<file path="config.mk">
export PLATFORM = sky130hd
export DESIGN_NAME = branch_predictor
export DESIGN_NICKNAME = d
export VERILOG_FILES = /design/src/rtl/branch_predictor.sv
export SDC_FILE = /design/constraint.sdc
export NUM_CORES = 2
export LEC_CHECK = 0
export ABC_AREA = 1
export CAP_MARGIN = 10
export CELL_PAD_IN_SITES_DETAIL_PLACEMENT = 0
export CELL_PAD_IN_SITES_GLOBAL_PLACEMENT = 1
export CORE_UTILIZATION = 25
export DETAILED_ROUTE_END_ITERATION = 10
export PLACE_DENSITY_LB_ADDON = 0.12
export SETUP_SLACK_MARGIN = 0.5
export SLEW_MARGIN = 25
export SYNTH_ARGS = -nofsm -noshare
export SYNTH_HDL_FRONTEND = slang
export SYNTH_SLANG_ARGS = --single-unit
</file>
<file path="constraint.sdc">
create_clock -name CLK -period 4.9 [get_ports CLK]
set_input_delay 0.49 -clock CLK [delete_from_list [all_inputs] [get_ports CLK]]
set_output_delay 0.49 -clock CLK [all_outputs]
set_load 0.05 [all_outputs]
</file>
<file path="src/rtl/branch_predictor.sv">
// Direct-mapped BTB with saturating direction counters: zero-latency IF lookup, EX-stage training and mispredict redirect.
// Optional performance counters are compiled in with `define BPRED_PERF_EN.
module branch_predictor #(
  parameter int ENTRIES  = 16,
  parameter int CTR_W    = 2,
  parameter int CTR_INIT = 2 ** (CTR_W - 1)
) (
  input  logic        CLK,
  input  logic        nRST,
  input  logic [31:0] lookup_pc,
  output logic        pred_taken,
  output logic [31:0] pred_npc,
  input  logic        upd_en,
  input  logic [31:0] upd_pc,
  input  logic        upd_taken,
  input  logic [31:0] upd_target,
  input  logic        upd_uncond,
  input  logic        ex_pred_taken,
  input  logic [31:0] ex_pred_npc,
  output logic        mispredict,
  output logic [31:0] redirect_pc,
  input  logic        flush_all,
  output logic [31:0] perf_lookups,
  output logic [31:0] perf_mispredicts
);
  localparam int IDX_W = $clog2(ENTRIES);
  localparam int TAG_W = 30 - IDX_W;
  localparam logic [CTR_W-1:0] CTR_MAX = {CTR_W{1'b1}};
  localparam logic [CTR_W-1:0] CTR_NEW = CTR_W'(CTR_INIT);

  logic [ENTRIES-1:0]            valid;
  logic [ENTRIES-1:0][TAG_W-1:0] tag;
  logic [ENTRIES-1:0][31:0]      target;
  logic [ENTRIES-1:0][CTR_W-1:0] ctr;

  logic [IDX_W-1:0] l_idx, u_idx;
  logic [TAG_W-1:0] l_tag, u_tag;
  logic             l_hit, u_hit;
  logic [31:0]      actual;

  assign l_idx = lookup_pc[IDX_W+1:2];
  assign l_tag = lookup_pc[31:IDX_W+2];
  assign u_idx = upd_pc[IDX_W+1:2];
  assign u_tag = upd_pc[31:IDX_W+2];

  assign l_hit      = valid[l_idx] && (tag[l_idx] == l_tag);
  assign u_hit      = valid[u_idx] && (tag[u_idx] == u_tag);
  assign pred_taken = l_hit && ctr[l_idx][CTR_W-1];
  assign pred_npc   = pred_taken ? target[l_idx] : lookup_pc + 32'd4;

  // Resolution compares against the carried next-PC, so a correct-target
  // taken prediction and a correct fall-through are both non-events.
  assign actual      = upd_taken ? upd_target : upd_pc + 32'd4;
  assign mispredict  = upd_en && (actual != ex_pred_npc);
  assign redirect_pc = upd_en ? actual : 32'd0;

  always_ff @(posedge CLK or negedge nRST) begin
    if (!nRST) begin
      valid  <= '0;
      tag    <= '0;
      target <= '0;
      ctr    <= '0;
    end else if (flush_all) begin
      valid <= '0;
    end else if (upd_en) begin
      if (u_hit) begin
        if (upd_uncond) begin
          ctr[u_idx]    <= CTR_MAX;
          target[u_idx] <= upd_target;
        end else if (upd_taken) begin
          if (ctr[u_idx] != CTR_MAX) ctr[u_idx] <= ctr[u_idx] + 1'b1;
          target[u_idx] <= upd_target;
        end else if (ctr[u_idx] != '0) begin
          ctr[u_idx] <= ctr[u_idx] - 1'b1;
        end
      end else if (upd_taken || upd_uncond) begin
        valid[u_idx]  <= 1'b1;
        tag[u_idx]    <= u_tag;
        target[u_idx] <= upd_target;
        ctr[u_idx]    <= upd_uncond ? CTR_MAX : CTR_NEW;
      end
    end
  end

`ifdef BPRED_PERF_EN
  always_ff @(posedge CLK or negedge nRST) begin
    if (!nRST) begin
      perf_lookups     <= '0;
      perf_mispredicts <= '0;
    end else begin
      perf_lookups <= perf_lookups + 32'd1;
      if (mispredict) perf_mispredicts <= perf_mispredicts + 32'd1;
    end
  end
`else
  assign perf_lookups     = 32'd0;
  assign perf_mispredicts = 32'd0;
`endif

  // Word-offset bits and the carried direction bit play no part in lookup or resolution.
  logic unused_bits;
  assign unused_bits = ^{lookup_pc[1:0], upd_pc[1:0], ex_pred_taken};
endmodule

</file>
[Word level (Yosys, flattened, before mapping)]
Cells that the tools add are included.
Operators by class
  eq/ne operators: 8
  multiplexer cells: 45
  bitwise gates (word level): 4
  order comparisons: 3
  reductions and logical operators: 14
  add/sub/neg operators: 4
Operators with widths (count)
  512-bit two-way mux: 4
  512-bit bitwise mux: 1
  416-bit bitwise mux: 1
  32-bit two-way mux: 11
  26-bit binary-select mux with 4-bit select: 2
  32-bit binary-select mux with 4-bit select: 1
  32-bit demux with 4-bit select: 1
  26-bit demux with 4-bit select: 1
  32-bit bitwise mux: 3
  26-bit two-way mux: 3
  32-bit by 3-bit adder with 32-bit output, second input constant: 2
  16-bit two-way mux: 4
  26-bit == test: 2
  32-bit != test: 1
  32-bit bitwise OR: 1
  2-bit binary-select mux with 4-bit select: 2
  16-bit bitwise OR: 1
  4-bit by 5-bit less-than comparator with 1-bit output, second input constant: 2
  1-bit binary-select mux with 4-bit select: 2
  2-bit demux with 4-bit select: 1
  4-bit by 3-bit != test with 1-bit output, second input constant: 2
  4-bit AND reduction: 2
  2-bit nonzero test: 4
  2-bit two-way mux: 3
  12 further kinds: 21
Storage, ports and cells
  input port bits: 135
  bits in registers: 976

[Longest topological paths before layout]
  word-level depth: 9
  gate-level depth with buffers: 23
  gate-level depth less buffers: 20

[Worst setup path before layout]
Ideal clock, no wire load.
  path kind: input-to-output
  start: input port lookup_pc[2]
  end: output port pred_npc[10]
  buffers on the path: 7
  required time: 4.410 ns
  data arrival time: 3.487 ns
  cell stages on the path: 13
  setup slack: 0.923 ns
  path through: buf_2 inv_1 buf_2 buf_2 buf_2 buf_2 clkbuf_1 clkbuf_1 nor2_1 o221ai_1 a32o_1 a21oi_1 o21ai_0
Between the ends
  word-level cells in the longest chain between the ends: 6
  elaborated cells between the ends (all ways): 13
RTL lines
  start, declared: line 10  | input logic [31:0] lookup_pc,
  26-bit binary-select mux with 4-bit select: line 46  | assign l_hit = valid[l_idx] && (tag[l_idx] == l_tag);
  26-bit two-way mux (not written as such): line 46
  26-bit == test: line 46
  1-bit logical AND: line 46
  1-bit logical AND: line 48  | assign pred_taken = l_hit && ctr[l_idx][CTR_W-1];
  32-bit two-way mux *: line 49  | assign pred_npc = pred_taken ? target[l_idx] : lookup_pc + 32'd4;
  end, declared: line 12  | output logic [31:0] pred_npc,
Every way passes the cells marked *; elsewhere a longest branch is shown, timed or not. The select of a mux whose other input is x is not followed.

[Worst setup path in the final report]
  start: input port lookup_pc[5]
  end: output port pred_npc[4]
Same word-level chain as after synthesis.

==> impl_metrics.ini <==
[synth]
synth.area.mux_share_pct = 0
synth_largest_area_cell = sky130_fd_sc_hd__dfrtp_1
yosys_warnings = 0
combinational_family_with_the_most_area_after_synthesis = simple AND/OR/NAND/NOR gates
synth_compound_area_share_pct = 20.2
post_synth_instance_area_sq_mm = 0.0539
synth-main-ff-cell = sky130_fd_sc_hd__dfrtp_1
synth-edff-count = 0
synthAdderAreaFrac_pct = 0.162
synth_top_area_share_pct = 45.3
post_synth_num_cell_types = 45
ys_seq_area_share_pct = 45.3
synth-simple-area-share_pct = 24.3
synth_area_per_cell_sq_um = 7.14
async_flop_share_pct = 100
ys_top_cells_by_area = sky130_fd_sc_hd__dfrtp_1 45%, sky130_fd_sc_hd__nand2_1 15%, sky130_fd_sc_hd__o21ai_0 13%
synthCells = 7553
synth_xor_area_share_pct = 1.07
ys_ff_latch = 976

[power_and_ir_drop]
p_leak_nw = 30.5
vdd.ir_drop.worst_mv = 0.352
power-per-cell-area_mw_per_mm2 = 378

[placed_design]
place.gp.congestion = 0.874
numPlacedInstances = 10300
place_hpwl_um = 168000
numPortBuffers = 199
dpl_worst_slack_ps = 168

[floorplanning]
std_cell_rows = 170
die_height_um = 466
design.portCount = 265
start_util_pct = 25.1
fp.coreArea_sq_mm = 0.214
die-width_um = 466
dieArea_sq_mm = 0.217

[grt]
grt_antenna_before_repair = 9
grt_overflow = 0
global_route.usage.total_pct = 23.5
first_global_vias = 49600
largest_net_degree_at_the_start_of_global_routing = 159
wire_length_of_the_first_global_routing_pass_um = 371000

[clock_network]
numCtsBuffers = 131
cts_tree = yes
clk_transition_reported_paths_ps = 60
clkLatencyLatePin_ps = 820
htree_levels = 4
postCtsSetupRepairBufs = 0
clock_sink_count = 976
root_buffer = sky130_fd_sc_hd__clkbuf_16
cts_max_path_buffers = 3

[critical_path]
worst_ep_arrival_time_ps = 3780
crit_path_max_fo = 36
r2r-end = tag[67]
critical_path.startpoint_type = primary input
end_kind = output port
worst_r2r_path_depth = 20
ff2ff_setup_slack_ps = 1800
r2r-start = tag[253]
setup.worst_path.class = primary input to output port
worst-endpoint-required_ps = 4410

[cells_and_area]
post_route_cells_drive_above_1_share_pct = 8.51
final_net_count = 7785
syn_to_final_growth_pct = 21.5
layout.cells.non_filler = 10600

[detailed_routing]
number_of_detailed_route_iterations_in_the_first_pass = 5
route.detailed.drc = 0
wl_um = 258000
avgRoutedWirePerCell_um = 24.4
postRouteAntennaNets = 0
vias = 51800
vias_per_cell = 4.89
detailedRoute.firstIterationViolations = 4955

[timing]
setup_tns_ps = 0
worst-slew-pin-transition_ps = 1020
finalCriticalPeriod_ps = 4270
timing.fmax_mhz = 234
maxSlewHeadroom_pct = 31.9
slew_violations = 0
report.final.setup_viol = 0
setup_repair_after_global_routing_missed_its_margin = yes
setup_clock_skew_after_layout_ps = 63.3
final-hold-violation-count = 0
finalWorstSetupSlack_ps = 633
final.period_utilization_pct = 87.1

[status]
outcome = complete, no violations

[min_path]
hold_class = primary input to async pin

[run]
timing.max_cap.violations = 0
routing by layer:
metal	up-vias	global-route usage (%)	routed length (um)
met5	-	0	0
met4	0	6.22	6390
met3	296	3.53	13400
met2	1480	36.4	114000
met1	25300	33.7	124000
li1	24700	-	-
metrics by stage:
step	power, mW	area (sq um)	hold WS [ps]	util [%]
after floorplan	13.0	54100	194	-
after global placement	14.9	60900	460	28.4
after detailed placement	15.0	60900	468	28.4
after CTS	25.1	65300	274	30.5
after global routing	26.1	65500	334	30.5
final	24.8	65500	300	30.5
report_power, final:
| part | total [mW] | switching, mW | leakage [nW] | internal, mW |
|---|---|---|---|---|
| clock | 9.94 | 4.16 | 2.16 | 5.78 |
| combinational | 4.71 | 3.08 | 15.5 | 1.63 |
| sequential | 10.1 | 0.746 | 12.9 | 9.37 |
| total | 24.8 | 7.98 | 30.5 | 16.8 |
worst max-delay path, stage by stage:
cell                              delay (ps)
sky130_fd_sc_hd__clkdlybuf4s50_1         450
sky130_fd_sc_hd__buf_4                   170
sky130_fd_sc_hd__inv_4                    80
sky130_fd_sc_hd__nor2_4                  120
sky130_fd_sc_hd__buf_12                  260
sky130_fd_sc_hd__nand2_1                  90
sky130_fd_sc_hd__nand2_1                  70
sky130_fd_sc_hd__inv_1                    30
sky130_fd_sc_hd__nand2_1                 230
sky130_fd_sc_hd__xor2_1                  250
sky130_fd_sc_hd__nand3_1                 100
sky130_fd_sc_hd__nor2_1                  130
sky130_fd_sc_hd__nand2_1                  60
sky130_fd_sc_hd__nor2_1                  150
sky130_fd_sc_hd__nand2_2                  90
sky130_fd_sc_hd__buf_12                  180
sky130_fd_sc_hd__buf_4                   190
sky130_fd_sc_hd__o21ai_0                 200
sky130_fd_sc_hd__buf_4                   200
sky130_fd_sc_hd__buf_12                  140
area by class of cell:
type	count	area, sq um
multi-input combinational	5489	25000
clock inverter	37	591
fill	23500	149000
antenna	3	7.51
timing repair buffer	517	6100
sequential	976	24400
clock buffer	185	3800
tap	2838	3550
inverter	528	2020
Yosys cell counts, types with 3 or more instances:
cell type,number
sky130_fd_sc_hd__o211ai_1,23
sky130_fd_sc_hd__nand3b_1,9
sky130_fd_sc_hd__o21ai_1,210
sky130_fd_sc_hd__nor3_2,3
sky130_fd_sc_hd__nor4_1,3
sky130_fd_sc_hd__xnor2_1,18
sky130_fd_sc_hd__xor2_1,48
sky130_fd_sc_hd__nand3_1,327
sky130_fd_sc_hd__inv_1,496
sky130_fd_sc_hd__dfrtp_1,976
sky130_fd_sc_hd__o211a_1,11
sky130_fd_sc_hd__ha_1,7
sky130_fd_sc_hd__inv_2,23
sky130_fd_sc_hd__o22ai_1,82
sky130_fd_sc_hd__o21ai_0,1399
sky130_fd_sc_hd__nand2_4,10
sky130_fd_sc_hd__buf_1,20
sky130_fd_sc_hd__clkinv_1,9
sky130_fd_sc_hd__buf_2,146
sky130_fd_sc_hd__and3_1,3
sky130_fd_sc_hd__clkbuf_1,365
sky130_fd_sc_hd__a32o_1,17
sky130_fd_sc_hd__nor2_2,3
sky130_fd_sc_hd__nand2_1,2217
sky130_fd_sc_hd__o221ai_1,49
sky130_fd_sc_hd__o31ai_1,16
sky130_fd_sc_hd__nor2_1,645
sky130_fd_sc_hd__nor3_1,30
sky130_fd_sc_hd__nand4_1,31
sky130_fd_sc_hd__buf_4,91
sky130_fd_sc_hd__a21oi_1,236
sky130_fd_sc_hd__a221oi_1,12
cell usage in the layout, fill, tap and decap left out, types with 47 or more instances in the layout:
cell,synthesis,routed
sky130_fd_sc_hd__nand2_1,2217,2209
sky130_fd_sc_hd__o21ai_0,1399,1393
sky130_fd_sc_hd__dfrtp_1,976,976
sky130_fd_sc_hd__nor2_1,645,639
sky130_fd_sc_hd__inv_1,496,492
sky130_fd_sc_hd__nand3_1,327,324
sky130_fd_sc_hd__a21oi_1,236,236
sky130_fd_sc_hd__buf_4,91,229
sky130_fd_sc_hd__o21ai_1,210,215
sky130_fd_sc_hd__buf_12,0,143
sky130_fd_sc_hd__clkbuf_16,0,131
sky130_fd_sc_hd__clkdlybuf4s50_1,0,129
sky130_fd_sc_hd__o22ai_1,82,82
sky130_fd_sc_hd__conb_1,1,64
sky130_fd_sc_hd__o221ai_1,49,49
sky130_fd_sc_hd__xor2_1,48,47
timing repair:
action,CTS,global route
resized for setup,2,26
endpoints found under the setup margin,2,24
hold buffers,1,0
cloned,0,0
endpoints found under the hold margin,44,0
cell families (layout without fill, tap and decap cells):
logic type	count (synthesis)	in the layout
adders and majority gates	7	7
and+or+nand+nor	3292	3292
buffers and inverters	1151	1267
DFF	976	976
other	1	67
xor gates and xnor gates	66	66
AOI/OAI and AO/OA	2060	2060
how the worst max path moves through the flow:
stage                     cells past startpoint           end    startpoint
after CTS                                    19  pred_npc[26]  lookup_pc[5]
after detailed placement                     19  pred_npc[26]  lookup_pc[5]
after global routing                         19  pred_npc[26]  lookup_pc[5]
after global placement                       19  pred_npc[26]  lookup_pc[5]
final                                        20   pred_npc[4]  lookup_pc[5]
after floorplan                              13  pred_npc[10]  lookup_pc[2]
flip-flops by register name, indices dropped and copies added, names as in the netlist:
name,cells
valid,16
ctr,32
tag,416
target,512
Power figures use the tool's default switching activity.
